`config.mk`:
```
export PLATFORM = sky130hd
export DESIGN_NAME = uart_cmd_decoder
export DESIGN_NICKNAME = d
export VERILOG_FILES = /design/src/rtl/uart_cmd_decoder.sv
export SDC_FILE = /design/constraint.sdc
export NUM_CORES = 1
export LEC_CHECK = 0
export ABC_CLOCK_PERIOD_IN_PS = 2100
export CORE_UTILIZATION = 35
export CTS_BUF_LIST = sky130_fd_sc_hd__clkbuf_16
export CTS_CLUSTER_DIAMETER = 120
export DETAILED_ROUTE_END_ITERATION = 16
export PLACE_DENSITY = 0.56
export SLEW_MARGIN = 20
export SYNTH_ARGS = -nofsm -noshare
export SYNTH_HDL_FRONTEND = slang
export SYNTH_SLANG_ARGS = --single-unit
```
`constraint.sdc`:
```
create_clock -name Clock -period 2.1 [get_ports Clock]
set_input_delay 0.42 -clock Clock [delete_from_list [all_inputs] [get_ports Clock]]
set_output_delay 0.42 -clock Clock [all_outputs]
set_load 0.02 [all_outputs]
```
`src/rtl/uart_cmd_decoder.sv`:
```
// Pulls SOF/ADDR/DHI/DLO/CHK frames from an upstream RX FIFO and presents
// checksum-verified commands on a valid/ready port, counting rejected frames.
module uart_cmd_decoder #(
  parameter logic [7:0]  SOF            = 8'hA5,
  parameter int unsigned TIMEOUT_CYCLES = 50000
) (
  input  logic        Clock,
  input  logic        ResetN,
  input  logic        RxEmpty,
  input  logic [7:0]  ReadData,
  output logic        ReadUart,
  output logic        CmdValid,
  input  logic        CmdReady,
  output logic [7:0]  CmdAddr,
  output logic [15:0] CmdData,
  output logic        FrameError,
  output logic [7:0]  ErrorCount
);

  typedef enum logic [2:0] {
    S_IDLE = 3'd0,
    S_ADDR = 3'd1,
    S_DHI  = 3'd2,
    S_DLO  = 3'd3,
    S_CHK  = 3'd4,
    S_OUT  = 3'd5
  } state_t;

  localparam logic [19:0] TMO_LAST = 20'(TIMEOUT_CYCLES - 32'd1);

  state_t      r_state;
  state_t      w_next;
  logic [7:0]  r_addr;
  logic [7:0]  r_dhi;
  logic [7:0]  r_dlo;
  logic [7:0]  r_cmd_addr;
  logic [15:0] r_cmd_data;
  logic [7:0]  r_err_cnt;
  logic [19:0] r_tmo;
  logic        r_frame_err;
  logic        w_pop;
  logic        w_in_frame;
  logic        w_chk_ok;
  logic        w_tmo_hit;
  logic        w_err;

  assign w_pop      = ResetN & ~RxEmpty & (r_state != S_OUT);
  assign w_in_frame = (r_state == S_ADDR) | (r_state == S_DHI) |
                      (r_state == S_DLO)  | (r_state == S_CHK);
  assign w_chk_ok   = (ReadData == (SOF ^ r_addr ^ r_dhi ^ r_dlo));
  // Fires on the idle cycle that would bring the counter up to the limit.
  assign w_tmo_hit  = w_in_frame & ~w_pop & (r_tmo == TMO_LAST);
  assign w_err      = w_tmo_hit | ((r_state == S_CHK) & w_pop & ~w_chk_ok);

  always_ff @(posedge Clock or negedge ResetN) begin
    if (!ResetN) begin
      r_state <= S_IDLE;
    end else begin
      r_state <= w_next;
    end
  end

  always_comb begin
    w_next = r_state;
    case (r_state)
      S_IDLE: begin
        if (w_pop && (ReadData == SOF)) w_next = S_ADDR;
        else                            w_next = S_IDLE;
      end
      S_ADDR: begin
        if (w_tmo_hit)  w_next = S_IDLE;
        else if (w_pop) w_next = S_DHI;
        else            w_next = S_ADDR;
      end
      S_DHI: begin
        if (w_tmo_hit)  w_next = S_IDLE;
        else if (w_pop) w_next = S_DLO;
        else            w_next = S_DHI;
      end
      S_DLO: begin
        if (w_tmo_hit)  w_next = S_IDLE;
        else if (w_pop) w_next = S_CHK;
        else            w_next = S_DLO;
      end
      S_CHK: begin
        if (w_tmo_hit)  w_next = S_IDLE;
        else if (w_pop) w_next = w_chk_ok ? S_OUT : S_IDLE;
        else            w_next = S_CHK;
      end
      S_OUT: begin
        if (CmdReady) w_next = S_IDLE;
        else          w_next = S_OUT;
      end
      default: w_next = S_IDLE;
    endcase
  end

  always_comb begin
    ReadUart = w_pop;
    CmdValid = (r_state == S_OUT);
  end

  // Frame capture, command holding registers, timeout and error bookkeeping.
  always_ff @(posedge Clock or negedge ResetN) begin
    if (!ResetN) begin
      r_addr      <= 8'h00;
      r_dhi       <= 8'h00;
      r_dlo       <= 8'h00;
      r_cmd_addr  <= 8'h00;
      r_cmd_data  <= 16'h0000;
      r_err_cnt   <= 8'h00;
      r_tmo       <= 20'd0;
      r_frame_err <= 1'b0;
    end else begin
      r_frame_err <= w_err;
      if (w_err && (r_err_cnt != 8'hFF)) r_err_cnt <= r_err_cnt + 8'd1;
      if (!w_in_frame || w_pop) r_tmo <= 20'd0;
      else                      r_tmo <= r_tmo + 20'd1;
      if (w_pop) begin
        case (r_state)
          S_ADDR: r_addr <= ReadData;
          S_DHI:  r_dhi  <= ReadData;
          S_DLO:  r_dlo  <= ReadData;
          S_CHK: begin
            if (w_chk_ok) begin
              r_cmd_addr <= r_addr;
              r_cmd_data <= {r_dhi, r_dlo};
            end
          end
          default: r_addr <= r_addr;
        endcase
      end
    end
  end

  assign CmdAddr    = r_cmd_addr;
  assign CmdData    = r_cmd_data;
  assign FrameError = r_frame_err;
  assign ErrorCount = r_err_cnt;

endmodule

```
Yosys cells after proc, flatten, opt, wreduce, memory -nomap -nowiden. Index checks and enable logic that the tools add are counted.

Register bits: 80. Input bits: 12. Output and inout bits: 35. Word-level logic and storage cells: 59.

Add/subtract/negate cells: 2. Equal/unequal tests: 10. Muxes and demuxes: 13. Bitwise logic cells: 16. Reduce and logical (&&, ||, !) cells: 9.

Operator list (count): $add 20x1->20 const B (1); $eq 20x16->1 const B (1); $mux 20 (1); $mux 3 (6); $pmux 3 s6 (1); $xor 8x8->8 (2); $add 8x1->8 const B (1); $eq 8x8->1 (1); $eq 8x8->1 const B (1); $ne 8x8->1 const B (1); $and 1x1->1 (6); $eq 3x2->1 const B (2); $eq 3x3->1 const B (2); $mux 2 (3); $reduce_and 2->1 (3); $not 4->4 (1); $or 1x1->1 (4); $eq 3x1->1 const B (1); $logic_not 3->1 (1); $ne 3x3->1 const B (1); $not 1->1 (3); $reduce_and 3->1 (1); $logic_and 1x1->1 (2); $mux 1 (2); 2 further kinds (2).

Longest topological paths before layout.
Depth in word-level cells: 8. Mapped depth: 8. Depth with buffers taken out: 7.

Worst setup path after synthesis. Ideal clock, no wire load.

Path kind: flip-flop to flip-flop. Start point: register r_tmo[11]. End point: register r_err_cnt[2] (netlist: ErrorCount[2]). Arrival: 2137 ps. Setup slack: -162 ps. Stages on the path, launching flop included: 6. Buffers on the path: 1. Period minus slack after synthesis: 2262 ps. Path through: dfrtp_1 > or4_1 > or4_4 > buf_2 > a21boi_0 > mux2_2.

Cells in the longest elaborated chain, start to end: 4.

Ends and longest elaborated chain: start: declaration (RTL line 39) `logic [19:0] r_tmo;`; start signal: assignment (RTL line 118) `else r_tmo <= r_tmo + 20'd1;`; $eq 20x16->1 (RTL line 52) `assign w_tmo_hit = w_in_frame & ~w_pop & (r_tmo == TMO_LAST);`; $and 1x1->1 (RTL line 52); $or 1x1->1 (RTL line 53) `assign w_err = w_tmo_hit | ((r_state == S_CHK) & w_pop & ~w_chk_ok);`; $logic_and 1x1->1 (RTL line 116) `if (w_err && (r_err_cnt != 8'hFF)) r_err_cnt <= r_err_cnt + 8'd1;`; end signal: assignment (RTL line 116); end: declaration (RTL line 38) `logic [7:0] r_err_cnt;`.

Every way passes these cells. A chain may end at the register's enable or synchronous reset.

Final worst setup path.
Start point: register r_tmo[7]. End point: register r_state[0].

Cells in the longest elaborated chain, start to end: 4. Elaborated cells on any way between the ends: 7.

Ends and longest elaborated chain: $eq 20x16->1 * (RTL line 52); $and 1x1->1 * (RTL line 52); $mux 3, or another cell as far along (RTL line 86) `if (w_tmo_hit) w_next = S_IDLE;`; $pmux 3 s6 * (RTL line 65) `case (r_state)`; net w_next[0] (RTL line 32) `state_t w_next;`; end signal: assignment (RTL line 59) `r_state <= w_next;`; end: declaration (RTL line 31) `state_t r_state;`.

The timed path passes the listed nets; every way through them passes the cells marked *.

==> run summary <==
Cell Rows: 37
first-pass GRT wire length: 14000 um
worst r2r path cells: 5
Layout area overhead: 46.0%
full die area: 10900 sq um
RSZ-0062 raised after global routing: yes
dpl ws: -0.548 ns
Inserted Clock Buffers: 9
gr usage total: 16.3%
Yosys warnings: 0
Yosys reg bits: 80
first-pass detailed-route iteration total: 6
final WL: 8320 um
crit path from: r_tmo[7]
clock latency on the worst-skew pair: 0.33 ns
Hold Fails Final Rpt: 0
initial core utilization: 35.8%
Synthesized Nets: 319
worst-case clock buffer depth: 2
Root Buffer: clkbuf_16
DR iter-0 viols: 63
Final Cycle Share: 105%
status: complete, but fails checks
Antenna Cells: 0
IR drop worst, VDD: 561 uV
IO buf count: 46
setup TNS: -0.488 ns
met2 WL: 3900 um
Worst Tran Pin Value: 0.753 ns
final setup violation count: 19
total global routing overflow: 0
crit start category: flip-flop
H-tree level count: 3
clock transition at the registers of the reported paths: 0.06 ns
CP Class: reg -> reg
post-placement cell count: 545
WL/cell: 14.5 um
# DRC: 0
layout cells sized above 1: 38.1%
max capacitance violation total: 0
Final Wtd Congestion: 0.782
Routed Antenna Nets: 0
vias in the first global route: 2808
CP Max Fanout: 10
routed via count: 2724
flop-to-flop setup slack: -0.1 ns
CTS tree: built
clock sink count: 80
worst r2r src: r_tmo[7]
commonest non-fill, non-tap cells in the layout: dfrtp_1 (80), buf_4 (74), clkdlybuf4s50_1 (35), mux2_2 (34), nor2_1 (26)
dpl hpwl: 5660 um
Hold Slack: 0.114 ns
failing checks: setup timing
Tmin final: 2.20 ns
CP arrival: 2.40 ns
sequential share of the synthesized area: 54.4%
commonest non-fill, non-tap cell in the layout: dfrtp_1
min-delay worst type: in -> async
via/cell ratio: 4.76
die width: 105 um
Post-Syn Area: 3680 sq um
Worst R2R End: r_state[0]
Peak Freq: 0.455 GHz
relative slew slack: 49.8%
Yosys top cell area share: 54.4%
Cell Count, Final, Fillers Out: 572
WP data required: 2.30 ns
Crit. End Element: flip-flop
pwr dens: 1020 nW/um^2
core area: 10300 sq um
Avg Cell Area, Syn: 12.1 sq um
Pins Over Slew Limit: 0
Area contributors post-synth: dfrtp_1 (54%), mux2_2 (16%), xnor2_1 (6.0%)
M1 wire length: 4040 um
die height: 105 um
antenna violations before repair: 0
top layer in use: met4
hold buffer count at cts: 0
Mapped Cells: 305
DR WL met3: 211 um
Final nets: 446
largest net degree at the start of global routing: 60
Netlist cell types: 36
Synth area leader: dfrtp_1
I/O pin cnt: 47
clock skew: 0.0100 ns
LEAKAGE: 2.44 nW
worst setup margin: -0.0974 ns
==> worst max-delay path: stages (launching register included) <==
cell	delay, ns
dfrtp_1	0.42
nor4b_4	0.30
nand3_1	0.11
or4_4	0.63
a41o_1	0.21
or4_1	0.39
==> where the power goes <==
group	leakage (nW)	internal [W]	switching [W]	total (W)
clock network	0.164	0.00116	0.000628	0.00179
registers	1.07	0.00181	0.000229	0.00204
logic	1.21	0.000969	0.000673	0.00164
total	2.44	0.00394	0.00153	0.00547
==> logic make-up after synthesis <==
logic type / share of synthesized area, %
simple gates: 13.9
flops: 54.4
mux: 16.2
xor+xnor: 10.5
compound gates: 2.86
buf+inv: 1.46
fa+ha+maj: 0.680
==> per-layer routing <==
layer | vias to the layer above | GRT usage (%)
li1 | 1317 | -
met1 | 1347 | 22.2
met2 | 47 | 25.7
met3 | 13 | 2.43
met4 | 0 | 7.76
met5 | - | 0
==> state kept, by name, summed over array words and instances, names as in the netlist <==
| name | count |
|---|---|
| r_dlo | 8 |
| CmdData | 16 |
| r_addr | 8 |
| r_dhi | 8 |
| r_tmo | 20 |
| ErrorCount | 8 |
| CmdAddr | 8 |
| r_state | 3 |
| FrameError | 1 |
==> Yosys cell counts <==
cell type,count
and2_1,1
nor4b_2,1
clkbuf_1,4
nand3b_1,2
o21ai_1,1
nor3b_1,1
nor2_1,26
dfrtp_1,80
nor4_1,2
a41o_1,1
nand2b_1,2
a21boi_0,1
nand2_1,14
o21ba_2,1
nor2_2,1
xor2_1,19
nor3_1,6
nor4b_1,2
buf_2,4
nand3_1,15
inv_1,5
o211ai_1,2
nand4_1,9
a21oi_1,4
a211oi_1,3
xnor2_1,25
or4_1,2
or4_4,1
or3_1,1
and3_1,7
o21bai_1,1
or2_2,2
o21a_1,1
mux2_2,53
nor2b_1,3
ha_1,2
==> worst max path at each step <==
stage               endpoint  slack [ns]  cells after the start
2_1_floorplan  ErrorCount[4]       -0.02                      7
3_3_place_gp     CmdData[12]       -0.52                      8
3_5_place_dp      CmdData[1]       -0.55                      8
6_report          r_state[0]        -0.1                      5
4_1_cts        ErrorCount[7]       -0.12                      5
5_1_grt           r_state[0]       -0.18                      5
==> through the flow <==
stage,instance area (sq um),util (%),power [W]
3_5_place_dp,4790,46.6,0.00350
4_1_cts,5310,51.7,0.00547
3_3_place_gp,4790,46.6,0.00347
2_1_floorplan,3700,-,0.00288
5_1_grt,5370,52.3,0.00579
6_report,5370,52.3,0.00547
==> area by class of cell <==
cell class,instances,area (sq um)
clock buffer,9,225
clock inverter,6,118
multi-input combinational,212,1770
inverter,5,18.8
sequential,80,2000
fill,898,4900
tap,136,170
timing repair buffer,124,1070
==> repair_timing <==
| item | CTS | global route |
|---|---|---|
| gates resized for setup | 33 | 15 |
| setup endpoints to repair | 36 | 35 |
| gates cloned | 1 | 0 |
| pin swaps | 12 | 2 |
| setup buffers | 9 | 2 |
Note: power is estimated with default switching activity, not from simulation.
